**src/rtl/pdm_modulator_if.sv**
```systemverilog
// PCM sample stream into the PDM modulator: 8-bit sample with valid/ready.
// The source drives din/din_valid; the modulator answers with din_ready.
interface pdm_modulator_if;
    logic [7:0] din;
    logic       din_valid;
    logic       din_ready;

    modport master (output din, output din_valid, input din_ready);
    modport slave  (input din, input din_valid, output din_ready);
endinterface

```
**src/rtl/pdm_modulator.sv**
```systemverilog
// pdm_modulator: 8-bit PCM in, 1-bit PDM out.
// Samples enter a small FIFO, each is held for OSR clocks and fed to a
// first-order delta-sigma modulator (carry-out of an 8-bit accumulator).
// Optional macro PDM_DITHER_EN adds a 16-bit LFSR bit as accumulator carry-in.
module pdm_modulator #(
    parameter int OSR        = 16,
    parameter int FIFO_DEPTH = 4,
    parameter int LW         = 3
) (
    input  logic            clk,
    input  logic            rst,
    input  logic            en,
    input  logic            clr_underrun,
    pdm_modulator_if.slave  s,
    output logic            out,
    output logic            sample_strobe,
    output logic            underrun,
    output logic [LW-1:0]   fifo_level
);

    localparam int AW = (FIFO_DEPTH > 1) ? $clog2(FIFO_DEPTH) : 1;
    localparam int PW = (OSR > 1) ? $clog2(OSR) : 1;

    typedef enum logic [1:0] {IDLE, PRIME, RUN} state_t;

    state_t          state, state_nxt;
    logic [7:0]      mem [FIFO_DEPTH];
    logic [AW-1:0]   wptr, rptr;
    logic            ready_q;
    logic [LW-1:0]   level_nxt;
    logic            wr, pop, step, boundary, not_empty, underrun_set;
    logic [7:0]      acc, cur;
    logic [PW-1:0]   phase;
    logic [8:0]      sum;
    logic            d;

    assign s.din_ready = ready_q;
    assign wr          = s.din_valid && ready_q;
    // Reads look only at the registered level, so a write landing in the
    // same cycle cannot be popped before it is actually stored.
    assign not_empty   = (fifo_level != '0);
    assign boundary    = (phase == PW'(OSR - 1));
    assign level_nxt   = fifo_level + LW'(wr) - LW'(pop);

    // Modulator sum: carry out is the PDM bit, low byte is the new error.
    assign sum = {1'b0, acc} + {1'b0, cur} + {8'd0, d};

`ifdef PDM_DITHER_EN
    logic [15:0] lfsr;

    // Fibonacci LFSR (taps 16,14,13,11) stepping only while modulating.
    always_ff @(posedge clk or posedge rst) begin
        if (rst)
            lfsr <= 16'hACE1;
        else if (step)
            lfsr <= {lfsr[14:0], lfsr[15] ^ lfsr[13] ^ lfsr[12] ^ lfsr[10]};
    end

    assign d = lfsr[0];
`else
    assign d = 1'b0;
`endif

    // State register.
    always_ff @(posedge clk or posedge rst) begin
        if (rst) state <= IDLE;
        else     state <= state_nxt;
    end

    // Next state plus per-cycle control: pop, modulator step, underrun event.
    always_comb begin
        state_nxt    = state;
        pop          = 1'b0;
        step         = 1'b0;
        underrun_set = 1'b0;
        case (state)
            IDLE: begin
                if (en) state_nxt = PRIME;
            end
            PRIME: begin
                if (!en) begin
                    state_nxt = IDLE;
                end else if (not_empty) begin
                    pop       = 1'b1;
                    state_nxt = RUN;
                end
            end
            RUN: begin
                if (!en) begin
                    state_nxt = IDLE;
                end else begin
                    step = 1'b1;
                    if (boundary) begin
                        pop          = not_empty;
                        underrun_set = !not_empty;
                    end
                end
            end
            default: state_nxt = IDLE;
        endcase
    end

    // FIFO storage; no reset needed since the level gates every read.
    always_ff @(posedge clk) begin
        if (wr) mem[wptr] <= s.din;
    end

    // FIFO pointers, level and registered ready from the post-update level.
    always_ff @(posedge clk or posedge rst) begin
        if (rst) begin
            wptr       <= '0;
            rptr       <= '0;
            fifo_level <= '0;
            ready_q    <= 1'b1;
        end else begin
            if (wr)  wptr <= wptr + 1'b1;
            if (pop) rptr <= rptr + 1'b1;
            fifo_level <= level_nxt;
            ready_q    <= (level_nxt < LW'(FIFO_DEPTH));
        end
    end

    // Sample hold, phase counter and accumulator; acc survives boundaries
    // and is only cleared outside RUN.
    always_ff @(posedge clk or posedge rst) begin
        if (rst) begin
            acc           <= '0;
            out           <= 1'b0;
            cur           <= 8'h80;
            phase         <= '0;
            sample_strobe <= 1'b0;
        end else begin
            sample_strobe <= pop;
            if (pop) cur <= mem[rptr];
            if (step) begin
                acc   <= sum[7:0];
                out   <= sum[8];
                phase <= boundary ? '0 : phase + 1'b1;
            end else begin
                acc   <= '0;
                out   <= 1'b0;
                phase <= '0;
            end
        end
    end

    // Sticky underrun; a new event beats a simultaneous clear.
    always_ff @(posedge clk or posedge rst) begin
        if (rst)               underrun <= 1'b0;
        else if (underrun_set) underrun <= 1'b1;
        else if (clr_underrun) underrun <= 1'b0;
    end

endmodule

```
**src/flat_wrapper.sv**
```systemverilog
// flat-port wrapper written by rule: the top's interface ports become plain ports
module pdm_modulator_flat 
#(
    parameter int OSR        = 16,
    parameter int FIFO_DEPTH = 4,
    parameter int LW         = 3
)
  (clk, rst, en, clr_underrun, out, sample_strobe, underrun, fifo_level, s_din, s_din_valid, s_din_ready);
  pdm_modulator_if s_i ();
  input  logic clk;
  input  logic rst;
  input  logic en;
  input  logic clr_underrun;
  output logic out;
  output logic sample_strobe;
  output logic underrun;
  output logic [LW-1:0] fifo_level;
  input wire logic [$bits(s_i.din)-1:0] s_din;
  input wire logic [$bits(s_i.din_valid)-1:0] s_din_valid;
  output wire logic [$bits(s_i.din_ready)-1:0] s_din_ready;
  assign s_i.din = s_din;
  assign s_i.din_valid = s_din_valid;
  assign s_din_ready = s_i.din_ready;
  pdm_modulator #(.OSR(OSR), .FIFO_DEPTH(FIFO_DEPTH), .LW(LW)) u_core (.clk(clk), .rst(rst), .en(en), .clr_underrun(clr_underrun), .s(s_i), .out(out), .sample_strobe(sample_strobe), .underrun(underrun), .fifo_level(fifo_level));
endmodule
```
**config.mk**
```make
export PLATFORM = sky130hd
export DESIGN_NAME = pdm_modulator_flat
export DESIGN_NICKNAME = d
export VERILOG_FILES = /design/src/rtl/pdm_modulator_if.sv /design/src/rtl/pdm_modulator.sv /design/src/flat_wrapper.sv
export SDC_FILE = /design/constraint.sdc
export NUM_CORES = 1
export LEC_CHECK = 0
export ABC_CLOCK_PERIOD_IN_PS = 2200
export CAP_MARGIN = 20
export CORE_MARGIN = 3
export CORE_UTILIZATION = 52
export DETAILED_ROUTE_END_ITERATION = 8
export HOLD_SLACK_MARGIN = 0.02
export PLACE_DENSITY_LB_ADDON = 0.15
export RECOVER_POWER = 50
export SLEW_MARGIN = 20
export SYNTH_ARGS = -nofsm -noshare
export SYNTH_HDL_FRONTEND = slang
export SYNTH_SLANG_ARGS = --single-unit
```
**constraint.sdc**
```tcl
create_clock -name clk -period 2.2 [get_ports clk]
set_input_delay 0.55 -clock clk [delete_from_list [all_inputs] [get_ports clk]]
set_output_delay 0.55 -clock clk [all_outputs]
set_load 0.03 [all_outputs]
```
Yosys cells after proc, flatten, opt, wreduce, memory -nomap -nowiden
Memory sizes are Yosys's and may differ from the RTL's. A register that Yosys moved wholly into a read port is not among the register bits.
Index checks and enable logic that the tools add are counted.
{ "op_classes": {"mux": 23, "n_reduce_logical": 6, "order_cmp": 1, "addsub": 6, "n_eq_ne": 6} }
{ "op_table": {"columns": ["operator", "count"], "rows": [
  ["$mux 1", 14],
  ["$add 8x8->9", 1],
  ["$mux 2", 4],
  ["$mux 4", 2],
  ["$mux 8", 1],
  ["$pmux 2 s3", 1],
  ["$add 2x1->2 const B", 2],
  ["$add 4x1->4 const B", 1],
  ["$eq 4x4->1 const B", 1],
  ["$ne 2x2->1 const B", 2],
  ["$add 3x1->3", 1],
  ["$lt 3x3->1 const B", 1],
  ["$ne 3x2->1 const B", 1],
  ["$reduce_and 3->1", 1],
  ["$reduce_bool 3->1", 1],
  ["$sub 3x1->3", 1],
  ["$eq 2x1->1 const B", 1],
  ["$eq 2x2->1 const B", 1],
  ["$logic_not 2->1", 1],
  ["$pmux 1 s2", 1],
  ["$reduce_bool 2->1", 1],
  ["$logic_and 1x1->1", 1],
  ["$logic_not 1->1", 1]
]} }
{ "totals": {"ramBits": 32, "in_bits": 13, "elab_cells": 53, "out_inout_bits": 7, "register_bits": 25, "n_memories": 1} }
{ "mem_list": {"columns": ["name", "depth", "word_bits", "rd", "rd_ports_with_merged_regs", "write_ports", "line", "source"], "rows": [
  ["u_core.mem", 4, 8, 1, 1, 1, "pdm_modulator.sv:27", "logic [7:0] mem [FIFO_DEPTH];"]
]} }

Longest topological paths before layout
Gate-level depths: netlist of run 1.
{ "logic_depth": {"depth_word": 6, "depth_mapped": 13, "mapped_depth_nobuf": 12} }

Least setup slack after synthesis of run 1
OpenSTA, ideal clock, no wires.
{ "synth_timing": {"path_kind": "reg-to-reg", "from": "register u_core.fifo_level[1]", "to": "register u_core.fifo_level[2]", "path_stages_with_launch": 12, "arrival_time_ps": 2347, "required_ps": 2078, "setup_ps": 122, "synth_period_minus_slack_ps": 2468, "path_buffers": 1, "path_slack_ps": -268, "cell_sequence": "dfrtp_1 nor3_1 a211oi_2 buf_6 ha_1 inv_1 ha_1 inv_1 fa_1 xnor2_1 xor2_1 inv_1"} }
{ "synth_between": {"elab_chain_len": 5, "elab_cells_between_ends": 8, "cone_classes": "add/sub: 2; mux: 5; reduce/logical: 1"} }
{ "synth_lines": {"columns": ["item", "line", "source"], "rows": [
  ["start: declaration", "pdm_modulator.sv:18", "output logic [LW-1:0] fifo_level"],
  ["start signal: assignment", "pdm_modulator.sv:118", "fifo_level <= level_nxt;"],
  ["$reduce_bool 3->1 (*)", "pdm_modulator.sv:41", "assign not_empty = (fifo_level != '0);"],
  ["$mux 1 (on tied branches)", "pdm_modulator.sv:93, pdm_modulator.sv:83", null],
  ["$mux 1 (on tied branches)", "pdm_modulator.sv:89, pdm_modulator.sv:81", null],
  ["$pmux 1 s2 (*)", "pdm_modulator.sv:76", "case (state)"],
  ["via u_core.pop", "pdm_modulator.sv:31", "logic wr, pop, step, boundary, not_empty, underrun_set;"],
  ["$sub 3x1->3 (*)", "pdm_modulator.sv:43", "assign level_nxt = fifo_level + LW'(wr) - LW'(pop);"],
  ["via u_core.level_nxt[2]", "pdm_modulator.sv:30", "logic [LW-1:0] level_nxt;"]
]} }
Mark *: on every way through the listed nets, which the timed path passes. The rest lies on a longest branch.
A chain may end at the register's enable or synchronous reset.

Worst setup path in the final report of run 1
{ "layout_timing": {"from": "register u_core.state[1]", "to": "register u_core.fifo_level[2]"} }
{ "layout_between": {"elab_chain_len": 3, "elab_cells_between_ends": 4, "cone_classes": "add/sub: 1; eq/ne: 2; mux: 1"} }
{ "layout_lines": {"columns": ["item", "line", "source"], "rows": [
  ["start: declaration", "pdm_modulator.sv:26", "state_t state, state_nxt;"],
  ["start signal: assignment", "pdm_modulator.sv:67", "else state <= state_nxt;"],
  ["$eq 2x2->1 / $eq 2x1->1 (equally long branches)", "pdm_modulator.sv:76", null],
  ["$pmux 1 s2 (*)", "pdm_modulator.sv:76", null],
  ["$sub 3x1->3 (*)", "pdm_modulator.sv:43", null],
  ["via u_core.level_nxt[2]", "pdm_modulator.sv:30", null]
]} }
Marked as above.

==> results of run 1 <==
flip-flops by register name (all words and copies together), names as in the netlist:
signal and cells:
u_core.state 2, u_core.out 1, u_core.acc 8, u_core.fifo_level 3, u_core.underrun 1, u_core.cur 8
u_core.sample_strobe 1, u_core.rptr 2, u_core.wptr 2, u_core.phase 4, u_core.mem 32, u_core.s.din_ready 1
power groups by stage:
stage	combinational (W)	sequential [W]	clock (W)
floorplan	0.00123	0.00185	0
global placement	0.00159	0.00185	0
detailed placement	0.00172	0.00187	0
CTS	0.00177	0.00185	0.00116
global route	0.00195	0.00189	0.00122
finish	0.00177	0.00184	0.00113
critical path: cells and delay by family, from the launching register on:
family,cells,cell delay (ps)
AO/OA/AOI/OAI,1,230
XOR/XNOR,2,340
adder cells (fa/ha/maj),4,970
buffers and inverters,4,200
flip-flops,1,400
AND/OR/NAND/NOR,1,50
worst min path at each step:
stage          depth (start not counted)  slack (ps)               to
2_1_floorplan                          1         460  u_core.phase[0]
3_3_place_gp                           1         490  u_core.phase[3]
3_5_place_dp                           1         510  u_core.phase[3]
4_1_cts                                1         520  u_core.phase[3]
5_1_grt                                1         550    u_core.cur[5]
6_report                               1         530  u_core.phase[3]
cells in the final DEF, fill, tap and decap left out, types with 7 or more instances in the layout:
cell type | netlist | final
buf_4 | 0 | 19
mux4_2 | 8 | 8
o21ai_0 | 10 | 10
and3_1 | 7 | 7
nor2_1 | 10 | 10
ha_1 | 18 | 13
nand2_1 | 8 | 7
inv_1 | 12 | 8
edfxtp_1 | 32 | 32
dfrtp_1 | 31 | 30
clkbuf_8 | 0 | 9
clkdlybuf4s50_1 | 0 | 8
mux2_2 | 7 | 7
dlygate4sd3_1 | 0 | 10
what timing repair did:
item / in CTS / in global routing
pin swaps: 6 / 2
resized for setup: 2 / 2
setup buffers: 5 / 0
setup endpoints to repair: 3 / 3
area by class of cell:
| type | count | share of cell area |
|---|---|---|
| sequential | 65 | 0.500 |
| multi-input combinational | 113 | 0.305 |
| timing repair buffer | 39 | 0.0941 |
| clock buffer | 9 | 0.0346 |
| clock inverter | 7 | 0.0287 |
| tap | 70 | 0.0245 |
| inverter | 12 | 0.0133 |
per-stage QoR:
step	util	area (sq um)	TNS [ps]	setup slack, ps	power [W]
after CTS	0.683	3580	-155	-120	0.00478
after global placement	0.632	3310	-1270	-526	0.00344
final	0.683	3580	-107	-94.5	0.00474
after global routing	0.683	3580	-392	-245	0.00506
after floorplan	-	2970	-353	-219	0.00308
after detailed placement	0.632	3310	-1570	-644	0.00359
cells by family after synthesis:
logic type / count (synthesis) / synth area share
AND/OR/NAND/NOR: 35 / 0.0622
AO/OA/AOI/OAI: 34 / 0.0799
XOR/XNOR: 7 / 0.0212
buffers and inverters: 18 / 0.0298
adder cells (fa/ha/maj): 20 / 0.0915
multiplexers: 17 / 0.0980
flip-flops: 65 / 0.617
per-layer routing:
layer,track usage,up-vias,part of all wire
met5,0,-,0
met4,0.0861,0,0.022
met3,0.0572,10,0.035
met2,0.300,26,0.52
met1,0.220,839,0.43
li1,-,820,-
==> metrics, run 1 <==
fraction of registers with async set/reset=0.508; FMAX=436 MHz; hold crit path type=register to register; pin count of the biggest net entering global routing=34; Filler Cells Inserted=371; ANT nets after route=0; area grow syn2layout=23.5%; Syn Nets=229; fin. max-slew vios=0; R2R Path Start=u_core.state[1]; commonest cells in the synthesized netlist=32 x edfxtp_1, 31 x dfrtp_1, 18 x ha_1; number of diodes=0; DRT iter0 DRCs=78; part of the power in registers=0.388; Syn Inst Count=196; TritonCTS clock tree=built; min-delay src=u_core.phase[3]; RSZ-0062 raised after global routing=yes; most common cell in the netlist=edfxtp_1; root cell of the clock tree=clkbuf_8; Bufs on Longest Clock Path=2; core footprint=5240 sq um; PortBufs=19; PD cells=1320 nW/um^2; crit path capture type=register; predominant post-synthesis flop cell=edfxtp_1; sequential area share after synthesis=0.617; synthesis-stage register bit count=65; Logic pwr share=0.373; Worst Tran Pin Value=842 ps; Critical Path Sink=u_core.fifo_level[2]; Clk pwr share=0.239; WL final=5.19 mm; Worst path max stage delay=400 ps; Die ar.=6500 sq um; GRT Total Usage=0.183; Crit Path Max Fanout=3; Worst slew margin=0.438; final period utilization=1.04; mean post-synth cell area=14.8 sq um; sw frac=0.333; Synth cell types=43; cell taking the most area after synthesis=edfxtp_1; status=finished, violations left; min Tclk post-route=2290 ps; wire per inst=16.5 um; number of buffers created by CTS=9; Die X=80.7 um; first-pass GRT wire length=8.56 mm; Die Y-Extent=80.7 um; # rows=26; Clock Skews=5.96 ps; non-filler cells, final=315; Post-Syn Area=2900 sq um; worst r2r path cells=12; Int Power=0.00316 W; H-tree Lvls=3; switching pwr=0.00158 W; WS Path Type=register to register; Fin Hold WS=526 ps; Peak VDD IR=0.000738 V; top cells by area, synth=edfxtp_1 33%, dfrtp_1 27%, ha_1 7.8%; P_leak=1.52 nW; share of the synthesized area in the top cell type=0.332; GPL Wtd Cong=0.797; drt pass-1 iters=4; Post-synth EDFFs=32; # setup viols final=2; R2R Setup Slk=-90 ps; critical path cell sequence=inv_2, ha_4, nand2_4, a211oi_4, ha_4, inv_4, ha_4, inv_2, fa_2, xnor2_2, xor2_1, inv_1; Congestion Overflow GR=0; worst skew pair latency=340 ps; CP Launch Point=u_core.state[1]; layout cell share with drive strength beyond 1=0.282; R2R Path End=u_core.fifo_level[2]; Worst Path Required=2430 ps; clock sinks=65; Most common cell on crit path=ha_4; via count=1,695; antenna violations before repair=0; vias in the first global route=1,778; Final Hold Fails=0; dpl cells=294; Starting Density=0.553; final setup margin=-94.5 ps; Worst path slowest cell=dfrtp_1; Vias/cell=5.38; failing checks=setup timing; Max Cap Viol=0; area occupied by multi-input gates=1090 sq um; CTS clk-pin slew, worst paths=70 ps; Yosys warning total=0; FF+latch area=1790 sq um; startpoint types=register; post-DP HPWL=3.75 mm; Crit path arrival time=2530 ps; DRC=0; Post-CTS Hold Buffers=0; IO Pins=20; # nets final=273
Power figures use the tool's default switching activity.
==> run 2: changes to the inputs <==
PLACE_DENSITY_LB_ADDON = 0.3   (was 0.15)
==> run 2 against run 1 <==
The flow still finishes with violations (setup timing); global-route usage grew 0.96 points; clock power is 4% lower; first-iteration DRC count is 32% lower; worst setup slack lost 23 ps; sequential share of layout area about the same; clock-buffer cell count is 1 higher; non-clock buffer count unchanged.
==> metrics, run 2 (same netlist as run 1, synthesis figures left out) <==
GRT Total Usage=0.193 (+0.00962); layout cell share with drive strength beyond 1=0.257 (-0.0245); commonest non-fill, non-tap cell in the layout=edfxtp_1; WS Path Type=register to register; Die Y-Extent=80.7 um (unchanged); via count=1,715 (+1.2%); DRC=0 (unchanged); Pwr Total=0.00469 W (-1.0%); pin count of the biggest net entering global routing=14 (-59%); Logic pwr share=0.377 (+0.004); Worst Path Required=2430 ps (about the same); # rows=26 (unchanged); final period utilization=1.05 (+0.0103); min Tclk post-route=2320 ps (+22.8 ps); Congestion Overflow GR=0 (unchanged); Starting Density=0.553 (unchanged); clock sinks=65 (unchanged); number of buffers created by CTS=9 (unchanged); wire per inst=17.1 um (+3.8%); Int Power=0.00314 W (-0.66%); Filler Cells Inserted=362 (-2.4%); Clk pwr share=0.229 (-0.010); vias in the first global route=1,858 (+4.5%); FF+latch area=1790 sq um (unchanged); Bufs on Longest Clock Path=2 (unchanged); Worst slew margin=0.520 (+0.0816); drt pass-1 iters=4 (unchanged); Crit path arrival time=2550 ps (+20 ps); first-pass GRT wire length=9.07 mm (+5.9%); switching pwr=0.00155 W (-1.7%); GPL Wtd Cong=0.873 (+9.4%); Clock Skews=6.48 ps (+0.519 ps); PortBufs=19 (unchanged); DRT iter0 DRCs=53 (-32%); post-DP HPWL=3.90 mm (+4.1%); Fin Hold WS=523 ps (-2.19 ps); PD cells=1310 nW/um^2 (-0.94%); R2R Setup Slk=-120 ps (-20 ps); ANT nets after route=0 (unchanged); Crit Path Max Fanout=3 (unchanged); crit path capture type=register; FMAX=432 MHz (-0.98%); hold crit path type=register to register; area occupied by multi-input gates=1110 sq um (+2.1%); P_leak=1.50 nW (-1.3%); CTS clk-pin slew, worst paths=70 ps (about the same); max reg flops=32 (unchanged); status=finished, violations left; largest register by flop count=u_core.mem; IO Pins=20 (unchanged); sw frac=0.330 (-0.00233); WL final=5.39 mm (+3.8%); commonest non-fill, non-tap cells in the layout=32 x edfxtp_1, 30 x dfrtp_1, 17 x buf_4; antenna violations before repair=0 (unchanged); worst r2r path cells=12 (unchanged); Peak VDD IR=0.000793 V (+7.4%); H-tree Lvls=3 (unchanged); area grow syn2layout=23.4% (about the same); Die X=80.7 um (unchanged); RSZ-0062 raised after global routing=yes; TritonCTS clock tree=built; # nets final=273 (unchanged); Worst Tran Pin Value=720 ps (-122 ps); Die ar.=6500 sq um (unchanged); startpoint types=register; Vias/cell=5.44 (+1.2%); Post-CTS Hold Buffers=0 (unchanged); root cell of the clock tree=clkbuf_8; Max Cap Viol=0 (unchanged); worst skew pair latency=340 ps (about the same); top flop regs=u_core.mem x32, u_core.acc x8, u_core.cur x8; core footprint=5240 sq um (unchanged); part of the power in registers=0.394 (+0.006); hold-critical path depth=1 (unchanged); failing checks=setup timing; fin. max-slew vios=0 (unchanged); # setup viols final=2 (unchanged); final setup margin=-117 ps (-22.8 ps); Final Hold Fails=0 (unchanged); number of diodes=0 (unchanged)
run 2: cell types whose count changed in the layout (fill, tap and decap cells not counted), sizes merged:
cell      delta
buf          -2
clkbuf       +3
clkinvlp     +1
inv          -2
run 2: timing repair:
action	CTS	global route
pin swaps	7	1
endpoints found under the setup margin	3	2
gates resized for setup	4	2
buffers inserted	4	0
endpoints found under the hold margin	0	0
run 2: final timing paths:
kind | start | end
max | u_core.state[1] | u_core.fifo_level[2]
min | u_core.cur[0] | u_core.cur[0]
max reg2reg | u_core.state[1] | u_core.fifo_level[2]
min reg2reg | u_core.cur[0] | u_core.cur[0]
max in group asynchronous | rst | u_core.acc[2]
min in group asynchronous | rst | u_core.cur[3]
run 2: critical path, cell delays in order, from the launching register on:
cell      delay (ps)
dfrtp_1          410
inv_2             70
ha_4             270
nand2_4           40
a211oi_4         200
ha_4             240
inv_4             50
ha_4             120
inv_2             40
fa_2             350
xnor2_2          180
xor2_2           180
inv_1             60
run 2: area by class of cell:
class,instances,area share
Clock buffer,10,0.0357
Multi-Input combinational cell,113,0.311
Inverter,12,0.0133
Clock inverter,6,0.0231
Tap cell,70,0.0245
Sequential cell,65,0.501
Timing Repair Buffer,39,0.0917
run 2: power groups by stage:
| stage | combinational (W) | sequential (W) | clock, W |
|---|---|---|---|
| after global placement | 0.00158 | 0.00185 | 0 |
| after floorplan | 0.00123 | 0.00185 | 0 |
| final | 0.00177 | 0.00185 | 0.00108 |
| after global routing | 0.00196 | 0.00189 | 0.00115 |
| after detailed placement | 0.00171 | 0.00188 | 0 |
| after CTS | 0.00177 | 0.00186 | 0.00110 |
run 2: per-layer routing:
metal	global-route usage	share of wire	wire, um	vias to the layer above
met2	0.329	0.53	2880	30
li1	-	-	-	815
met3	0.0381	0.027	146	12
met4	0.106	0.024	131	0
met5	0	0	0	-
met1	0.226	0.41	2230	858
run 2: per-stage QoR:
step / util / instance area [sq um] / TNS, ps / instances / worst slack [ps]
final: 0.683 / 3580 / -140 / 315 / -117
after global routing: 0.683 / 3580 / -370 / 315 / -235
after floorplan: - / 2970 / -353 / 196 / -219
after CTS: 0.683 / 3580 / -150 / 315 / -125
after global placement: 0.634 / 3320 / -1280 / 295 / -530
after detailed placement: 0.634 / 3320 / -1480 / 295 / -609
==> run 3: changes to the inputs <==
ABC_CLOCK_PERIOD_IN_PS = 2700   (was 2200)
CORE_UTILIZATION = 57   (was 52)
clock period = 2.7 ns   (was 2.2 ns; I/O delays follow)
==> run 3 against run 2 <==
The run now ends clean; die area decreased by 8.1%; power shrank 26%; wire length is 1.7% lower; cell count down 6.0%; hold slack lost 18 ps; global-route usage grew 1.2 points; flip-flop and latch count did not move; clock skew about the same; critical path depth shrank 1; largest cell class unchanged.
==> metrics, run 3 (same netlist as run 1, synthesis figures left out) <==
worst r2r path cells=12 (unchanged); top flop regs=u_core.mem x32, u_core.acc x8, u_core.cur x8; Fin Hold WS=506 ps (-17.6 ps); number of diodes=0 (unchanged); Worst Tran Pin Value=828 ps (+108 ps); # rows=25 (-3.8%); number of buffers created by CTS=9 (unchanged); Starting Density=0.602 (+0.0483); WS Path Type=primary input to register; vias in the first global route=1,872 (+0.75%); Max Cap Viol=0 (unchanged); area grow syn2layout=14.9%; first-pass GRT wire length=8.94 mm (-1.4%); P_leak=1.40 nW (-6.5%); Crit path arrival time=2820 ps (+270 ps); wire per inst=17.9 um (+4.6%); R2R Setup Slk=190 ps (+310 ps); Congestion Overflow GR=0 (unchanged); crit path capture type=register; R2R Path End=u_core.fifo_level[2]; DRT iter0 DRCs=66 (+25%); root cell of the clock tree=clkbuf_8; DRC=0 (unchanged); PD cells=1040 nW/um^2 (-21%); H-tree Lvls=3 (unchanged); CTS clk-pin slew, worst paths=70 ps (about the same); post-DP HPWL=3.76 mm (-3.5%); Worst Path Required=2920 ps (+490 ps); GRT Total Usage=0.205 (+0.0120); Die Y-Extent=77.3 um (-4.2%); commonest non-fill, non-tap cells in the layout=32 x edfxtp_1, 31 x dfrtp_1, 18 x ha_1; layout cell share with drive strength beyond 1=0.166 (-0.0912); fin. max-slew vios=0 (unchanged); core footprint=4820 sq um (-8.0%); # nets final=257 (-5.9%); Clock Skews=6.59 ps (+0.114 ps); Die ar.=5980 sq um (-8.1%); # setup viols final=0 (-2); IO Pins=20 (unchanged); drt pass-1 iters=4 (unchanged); Crit Path Max Fanout=3 (unchanged); final setup margin=104 ps (+222 ps); Die X=77.3 um (-4.2%); TritonCTS clock tree=built; Bufs on Longest Clock Path=2 (unchanged); R2R Path Start=u_core.state[1]; via count=1,707 (-0.47%); GPL Wtd Cong=0.754 (-14%); commonest non-fill, non-tap cell in the layout=edfxtp_1; Setup WS pre-CTS=-180 ps (+429 ps); PortBufs=19 (unchanged); WL final=5.30 mm (-1.7%); min Tclk post-route=2600 ps; hold crit path type=register to register; max reg flops=32 (unchanged); Worst slew margin=0.448 (-0.0723); final period utilization=0.961; startpoint types=primary input; Vias/cell=5.77 (+5.9%); status=finished, final reports clean; Final Hold Fails=0 (unchanged); worst skew pair latency=330 ps (about the same); hold-critical path depth=1 (unchanged); min-delay src=u_core.phase[0]; largest register by flop count=u_core.mem; pin count of the biggest net entering global routing=34 (+20); Peak VDD IR=0.000701 V (-12%); FMAX=385 MHz; ANT nets after route=0 (unchanged); antenna violations before repair=0 (unchanged); clock sinks=65 (unchanged); Filler Cells Inserted=361 (-0.28%); worst hold endpoint=u_core.phase[0]
[run 3: cell types whose count changed in the layout (fill, tap and decap cells not counted), moves of 2 or more]
| cell | previous run | this run |
|---|---|---|
| ha_1 | 14 | 18 |
| inv_2 | 3 | 0 |
| buf_4 | 17 | 2 |
| bufinv_16 | 2 | 0 |
| inv_1 | 8 | 12 |
| ha_4 | 4 | 0 |
| clkbuf_1 | 4 | 2 |
[run 3: layout make-up]
type                    count  area, sq um  share of cell area
repair buffers             23          214              0.0643
well taps                  67         83.8              0.0252
clock inverters             6         36.3              0.0109
flip-flops and latches     65         1790               0.538
inverters                  12         45.0              0.0135
multi-input cells         113         1030               0.310
clock buffers              10          128              0.0383
[run 3: where the power goes]
| part | switching (W) | leakage (nW) | internal [W] |
|---|---|---|---|
| combinational | 0.000630 | 0.612 | 0.000610 |
| sequential | 0.000222 | 0.710 | 0.00130 |
| clock | 0.000360 | 0.0773 | 0.000326 |
| total | 0.00121 | 1.40 | 0.00224 |
[run 3: how the worst max path moves through the flow]
| stage | from | endpoint | slack, ps | cells after the start |
|---|---|---|---|---|
| after floorplan | en | u_core.fifo_level[2] | 120 | 12 |
| after global placement | en | u_core.fifo_level[2] | -110 | 11 |
| after detailed placement | en | u_core.fifo_level[2] | -180 | 11 |
| after CTS | en | u_core.fifo_level[2] | 130 | 11 |
| after global routing | en | u_core.fifo_level[2] | -10 | 11 |
| final | en | u_core.fifo_level[2] | 100 | 11 |
[run 3: stage by stage]
| stage | utilization | TNS [ps] | instances | cell area (sq um) | total power (W) |
|---|---|---|---|---|---|
| final | 0.691 | 0 | 296 | 3330 | 0.00345 |
| after global routing | 0.691 | -13.5 | 296 | 3330 | 0.00369 |
| after CTS | 0.689 | 0 | 295 | 3320 | 0.00343 |
| after detailed placement | 0.655 | -268 | 279 | 3150 | 0.00274 |
| after global placement | 0.655 | -130 | 279 | 3150 | 0.00260 |
| after floorplan | - | 0 | 196 | 2900 | 0.00238 |
[run 3: worst max-delay path: stages]
cell and delay, ps:
clkdlybuf4s50_1 500, nand2_1 80, a211oi_2 230, ha_1 270, inv_1 70, ha_1 150
inv_1 50, fa_2 360, xnor2_2 160, xor2_1 200, inv_1 50
[run 3: repair_timing]
| action | CTS | global route |
|---|---|---|
| hold buffers | 0 | 0 |
| endpoints found under the setup margin | 0 | 1 |
| resized for setup | 0 | 2 |
| setup buffers | 0 | 1 |
[run 3: layer usage]
layer / GRT usage / part of all wire / vias up
li1: - / - / 783
met2: 0.356 / 0.55 / 45
met5: 0 / 0 / -
met3: 0.0716 / 0.045 / 12
met4: 0.0961 / 0.022 / 0
met1: 0.222 / 0.38 / 867
